## config.mk

```make
export PLATFORM = sky130hd
export DESIGN_NAME = button_event
export DESIGN_NICKNAME = d
export VERILOG_FILES = /design/src/rtl/button_event_pkg.sv /design/src/rtl/button_event_edge_detect.sv /design/src/rtl/button_event.sv
export SDC_FILE = /design/constraint.sdc
export NUM_CORES = 1
export LEC_CHECK = 0
export BUFFER_PORTS_ARGS = -buffer_cell sky130_fd_sc_hd__buf_2
export CORE_ASPECT_RATIO = 0.75
export CORE_MARGIN = 2
export CORE_UTILIZATION = 38
export CTS_CLUSTER_DIAMETER = 60
export DETAILED_ROUTE_END_ITERATION = 6
export GPL_TIMING_DRIVEN = 0
export PLACE_DENSITY = 0.56
export SLEW_MARGIN = 15
export SYNTH_ARGS = -nofsm -noshare
export SYNTH_HDL_FRONTEND = slang
export SYNTH_SLANG_ARGS = --single-unit
```

## constraint.sdc

```tcl
create_clock -name clk -period 2.65 [get_ports clk]
set_input_delay 0.1325 -clock clk [delete_from_list [all_inputs] [get_ports clk]]
set_output_delay 0.1325 -clock clk [all_outputs]
set_load 0.01 [all_outputs]
```

## src/rtl/button_event_pkg.sv

```systemverilog
// Shared types and default timing constants for the button event logic.
package button_event_pkg;

  // 1 s and 250 ms at 50 MHz; the debouncer's tick constants may reuse these.
  localparam int unsigned DEF_LONG_CNT = 50_000_000;
  localparam int unsigned DEF_GAP_CNT  = 12_500_000;

  typedef enum logic [2:0] {
    IDLE      = 3'd0,
    PRESS1    = 3'd1,
    LONG_HELD = 3'd2,
    GAP       = 3'd3,
    PRESS2    = 3'd4
  } btn_state_t;

  function automatic int unsigned max_u(input int unsigned a, input int unsigned b);
    return (a > b) ? a : b;
  endfunction

endpackage

```

## src/rtl/button_event_edge_detect.sv

```systemverilog
// Registered copy of a debounced level plus combinational rise/fall strobes.
// During reset the register tracks the input, so a level held through reset
// produces no edge once reset is released.
module edge_detect (
  input  logic clk,
  input  logic reset,
  input  logic d,
  output logic q,
  output logic rise,
  output logic fall
);

  // Sample the level every cycle, including while reset is asserted.
  always_ff @(posedge clk) begin
    q <= d;
  end

  // Edges are suppressed while reset is high.
  always_comb begin
    rise = d & ~q & ~reset;
    fall = ~d & q & ~reset;
  end

endmodule

```

## src/rtl/button_event.sv

```systemverilog
// Turns a debounced switch level into single-cycle press, release, click,
// double-click and long-press event pulses.
module button_event
  import button_event_pkg::*;
#(
  parameter int unsigned LONG_CNT = DEF_LONG_CNT,
  parameter int unsigned GAP_CNT  = DEF_GAP_CNT
) (
  input  logic clk,
  input  logic reset,
  input  logic db,
  output logic press_p,
  output logic release_p,
  output logic click_p,
  output logic dclick_p,
  output logic long_p,
  output logic held
);

  localparam int unsigned CNT_W = $clog2(max_u(LONG_CNT, GAP_CNT)) + 1;
  localparam logic [CNT_W-1:0] LONG_LAST = CNT_W'(LONG_CNT - 1);
  localparam logic [CNT_W-1:0] GAP_LAST  = CNT_W'(GAP_CNT - 1);

  logic             db_q;
  logic             rise;
  logic             fall;
  logic [CNT_W-1:0] cnt;
  logic [CNT_W-1:0] cnt_inc;
  btn_state_t       state;

  edge_detect u_edge (
    .clk  (clk),
    .reset(reset),
    .d    (db),
    .q    (db_q),
    .rise (rise),
    .fall (fall)
  );

  assign held = db_q;

  // Saturating increment so the counter can never wrap back into a threshold.
  always_comb begin
    cnt_inc = (cnt == '1) ? cnt : cnt + CNT_W'(1);
  end

  // Click/long-press FSM with its counter and all registered event pulses.
  // In PRESS1/PRESS2 db_q is necessarily high, so testing db_q lets the
  // long-press threshold win over a fall arriving in the same cycle.
  always_ff @(posedge clk) begin
    if (reset) begin
      state     <= IDLE;
      cnt       <= '0;
      press_p   <= 1'b0;
      release_p <= 1'b0;
      click_p   <= 1'b0;
      dclick_p  <= 1'b0;
      long_p    <= 1'b0;
    end else begin
      press_p   <= rise;
      release_p <= fall;
      click_p   <= 1'b0;
      dclick_p  <= 1'b0;
      long_p    <= 1'b0;
      cnt       <= cnt_inc;
      case (state)
        IDLE: begin
          cnt <= '0;
          if (rise) begin
            state <= PRESS1;
          end
        end
        PRESS1: begin
          if (db_q && cnt == LONG_LAST) begin
            long_p <= 1'b1;
            state  <= LONG_HELD;
            cnt    <= '0;
          end else if (fall) begin
            state <= GAP;
            cnt   <= '0;
          end
        end
        LONG_HELD: begin
          if (!db) begin
            state <= IDLE;
            cnt   <= '0;
          end
        end
        GAP: begin
          if (rise) begin
            state <= PRESS2;
            cnt   <= '0;
          end else if (cnt == GAP_LAST) begin
            click_p <= 1'b1;
            state   <= IDLE;
            cnt     <= '0;
          end
        end
        PRESS2: begin
          if (db_q && cnt == LONG_LAST) begin
            click_p <= 1'b1;
            long_p  <= 1'b1;
            state   <= LONG_HELD;
            cnt     <= '0;
          end else if (fall) begin
            dclick_p <= 1'b1;
            state    <= IDLE;
            cnt      <= '0;
          end
        end
        default: begin
          state <= IDLE;
          cnt   <= '0;
        end
      endcase
    end
  end

endmodule
```

==> impl_table.tex <==
\begin{tabular}{lr}
\hline
Metric & Value \\
\hline
\multicolumn{2}{l}{\textbf{Logic synthesis}} \\
Share of async-settable or async-resettable flops after synthesis & 0\% \\
Average footprint of a synthesized cell & 8.85 µm² \\
Cell accounting for the most synthesized area & sky130\_fd\_sc\_hd\_\_dfxtp\_1 \\
Number of flops mapped to enable cells by yosys & 0 \\
Area share of the leading cell type in the synthesized netlist & 37.4\% \\
Cell Area, Synth & 0.00193 mm² \\
Prevailing post-synth register cell & sky130\_fd\_sc\_hd\_\_dfxtp\_1 \\
Leading post-synthesis cells by cell area & sky130\_fd\_sc\_hd\_\_dfxtp\_1, sky130\_fd\_sc\_hd\_\_nor2\_1, sky130\_fd\_sc\_hd\_\_xor2\_1 \\
Portion of the post-synthesis area used by sequential elements & 37.4\% \\
Cells after synthesis & 218 \\
Register bit count reported by yosys & 36 \\
Count of distinct cell types in the synthesized netlist & 47 \\
Net count of the mapped netlist & 222 \\
Count of yosys warnings during synthesis & 0 \\
\multicolumn{2}{l}{\textbf{Clocking}} \\
Clk slew on worst S/H paths & 80 ps \\
Library cell used as clock root buffer & sky130\_fd\_sc\_hd\_\_clkbuf\_8 \\
Number of gates given a new drive strength after cts & 0 \\
Number of buffers inserted to repair setup after CTS & 0 \\
Clock buffer depth & 2 \\
Cts bufs inserted & 5 \\
Maximum level of the CTS H-tree & 2 \\
Total clock sinks & 36 \\
Skew-Pair Late Insertion Delay & 290 ps \\
CTS tree & done \\
\multicolumn{2}{l}{\textbf{STA}} \\
Setup TNS Final & 0 ps \\
Slew at the pin closest to its max-slew limit & 716 ps \\
Setup repair after global routing missed its margin & no \\
Worst-case clock skew & 7.96 ps \\
Final Cycle Share & 93.4\% \\
Final hold violation count & 0 \\
Endpoints failing setup & 0 \\
Relative slew margins & 51.9\% \\
Total count of max-transition violations in the final report & 0 \\
Achievable frequency & 404 MHz \\
Min cycle time layout & 2480 ps \\
\multicolumn{2}{l}{\textbf{Setup path}} \\
Arrival time of the worst setup path & 2650 ps \\
Number of cells traversed by the worst register-to-register path & 7 \\
CP cell instances & ha\_1, nand4\_2, nor3\_2, a211oi\_1, o31ai\_4, buf\_6, nor2\_1 \\
Data required, critical path & 2830 ps \\
Largest fanout of any net on the critical path & 10 \\
Crit path to & cnt[7] \\
Slowest-stage cell, CP & sky130\_fd\_sc\_hd\_\_o31ai\_4 \\
Bufs and invs on worst path & 1 \\
Category of the worst setup path capture point & flop \\
Endpoint of the worst register-to-register path & cnt[7] \\
Beginning of the worst register-to-register path & cnt[0] \\
Internal reg-to-reg setup slack & 170 ps \\
Crit-path leading delay family & simple AND/OR/NAND/NOR gates \\
Crit Path Class & flop to flop \\
Largest stage delay, worst path & 580 ps \\
Type of origin of the critical path & flop \\
Levels on crit path & 7 \\
Critical path startpoint & cnt[0] \\
\multicolumn{2}{l}{\textbf{Power}} \\
Internal power & 1.03 mW \\
Worst IR Drop VDD & 0.270 mV \\
Power density relative to cell area & 574 mW/mm² \\
Combinational share of power & 3.5\% \\
Sequential share of power & 43.3\% \\
Leakage power figure & 0.684 nW \\
Portion of total power attributed to the clock network & 53.2\% \\
Net switching fraction of the power & 18.7\% \\
Sw Pwr & 0.237 mW \\
\multicolumn{2}{l}{\textbf{Drt}} \\
Average wire length per cell after detail routing & 14.5 µm \\
Vias post-DR & 1,604 \\
Final ANT Viol Nets & 0 \\
Number of design rule violations left after detail routing & 0 \\
First-pass DRT Iterations & 4 \\
Routed vias/inst & 5.44 \\
Routed WL & 4270 µm \\
Detailed router's first-iteration violation count & 88 \\
\multicolumn{2}{l}{\textbf{Die}} \\
Placeable core region & 0.00490 mm² \\
Die Ht & 65.7 µm \\
Std-Cell Rows & 22 \\
Die Span X & 86.3 µm \\
I/O pin count & 9 \\
Initial Utilization & 39.4\% \\
Die outline area & 0.00567 mm² \\
\multicolumn{2}{l}{\textbf{Cells and area}} \\
Layout cells sized above 1 & 16.2\% \\
Signed area change from the synthesized netlist to the final layout & 14.7\% \\
Filler cell count & 484 \\
ANT cells & 0 \\
Final Cell Area & 0.00221 mm² \\
Number of nets in the layout & 238 \\
\multicolumn{2}{l}{\textbf{Place}} \\
Total placed instance area & 0.00204 mm² \\
Detailed-placement wirelength estimate & 3130 µm \\
Last weighted congestion value of the routability-driven placer & 0.783 \\
Number of buffers added on ports & 8 \\
\multicolumn{2}{l}{\textbf{GRT}} \\
Via count of the first global-routing pass & 1,395 \\
Global-route usage over all layers & 16.1\% \\
Antenna violations before repair & 0 \\
Largest net degree at the start of global routing & 13 \\
Total gr overflow & 0 \\
Wire length of the first global-routing pass & 7110 µm \\
\multicolumn{2}{l}{\textbf{Worst hold path}} \\
Hold WC Path Type & primary input to flop \\
\multicolumn{2}{l}{\textbf{Job}} \\
Total of max-cap violations & 0 \\
\multicolumn{2}{l}{\textbf{Run status}} \\
Outcome & finished, final reports clean \\
\hline
\end{tabular}
==> power by group through the flow <==
stage	Sequential (mW)	Clock, mW	Combinational, mW
finish	0.550	0.677	0.0441
global route	0.551	0.714	0.0492
CTS	0.550	0.687	0.0450
detailed placement	0.563	0	0.0436
global placement	0.563	0	0.0440
floorplan	0.563	0	0.0298
==> layout by cell type (no fill, tap or decap), drive strengths merged, types with 3 or more instances in the layout <==
cell     synthesis  final
nor3             5      5
a211oi           4      4
nor4             8      8
buf              4     12
nor2            33     33
nand3           16     16
nand4            9      9
nand2           10     10
a21oi           10     10
or3              3      3
o21ai            7      7
o211ai           7      7
bufinv           0      3
inv              7      7
o2111ai          3      3
clkbuf           5     10
xor2            12     12
xnor2            6      6
or4              5      5
nor3b            6      6
dfxtp           36     36
==> cell families (layout without fill, tap and decap cells) <==
kind of cell	Yosys count	after routing	synth area share [%]
flip-flops	36	36	37.4
XOR/XNOR	18	18	8.17
adder cells (fa/ha/maj)	1	1	0.648
multiplexers	3	3	1.62
AND/OR/NAND/NOR	105	105	33.4
buffers and inverters	16	33	4.02
AO/OA/AOI/OAI	39	39	14.8
==> through the flow <==
stage               instances  setup WS [ps]  utilization (%)  power [mW]  hold slack [ps]
global placement          286            151             41.7       0.607              278
detailed placement        286            169             41.7       0.607              276
global route              295           34.3             45.2        1.31             98.1
finish                    295            174             45.2        1.27             91.0
CTS                       295            143             45.2        1.28             87.5
floorplan                 218            592                -       0.593              160
==> cell usage after synthesis (4+ instances only) <==
cell,instances
sky130_fd_sc_hd__dfxtp_1,36
sky130_fd_sc_hd__nor2_1,29
sky130_fd_sc_hd__nand3_1,14
sky130_fd_sc_hd__xor2_1,12
sky130_fd_sc_hd__a21oi_1,10
sky130_fd_sc_hd__nand2_1,10
sky130_fd_sc_hd__nand4_1,8
sky130_fd_sc_hd__inv_1,7
sky130_fd_sc_hd__o211ai_1,7
sky130_fd_sc_hd__o21ai_0,7
sky130_fd_sc_hd__nor3b_1,6
sky130_fd_sc_hd__xnor2_1,6
sky130_fd_sc_hd__clkbuf_1,5
sky130_fd_sc_hd__a211oi_1,4
sky130_fd_sc_hd__nor2_2,4
sky130_fd_sc_hd__nor3_1,4
sky130_fd_sc_hd__nor4_1,4
sky130_fd_sc_hd__or4_1,4
==> layer usage <==
| metal | GRT usage, % | wire [µm] | vias up |
|---|---|---|---|
| li1 | - | - | 842 |
| met1 | 24.5 | 2470 | 745 |
| met2 | 22.4 | 1690 | 12 |
| met3 | 3.89 | 87 | 5 |
| met4 | 3.91 | 27 | 0 |
| met5 | 0 | 0 | - |
==> worst min-delay path by stage <==
stage | startpoint | endpoint | slack, ps | depth (start not counted)
floorplan | db | u_edge.q | 160 | 0
global route | reset | long_p | 100 | 2
finish | reset | long_p | 90 | 2
detailed placement | db | u_edge.q | 280 | 1
CTS | reset | long_p | 90 | 2
global placement | db | u_edge.q | 280 | 1
==> registers in the layout, indices dropped and copies added (netlist names) <==
register	cells
long_p	1
press_p	1
release_p	1
cnt	27
dclick_p	1
state	3
u_edge.q	1
click_p	1
==> layout make-up <==
cell class | instances | area (µm²) | share of cell area, %
clock inverters | 3 | 90.1 | 4.07
well taps | 60 | 75.1 | 3.39
clock buffers | 5 | 68.8 | 3.11
inverters | 7 | 26.3 | 1.19
multi-input cells | 166 | 1130 | 51.1
flip-flops and latches | 36 | 721 | 32.6
repair buffers | 9 | 50.0 | 2.26
plain buffers | 9 | 51.3 | 2.32
==> repair_timing <==
action                                  CTS  global route
endpoints found under the setup margin    0             0
endpoints found under the hold margin     1             0
hold buffers                              1             0
Power figures use the tool's default switching activity.
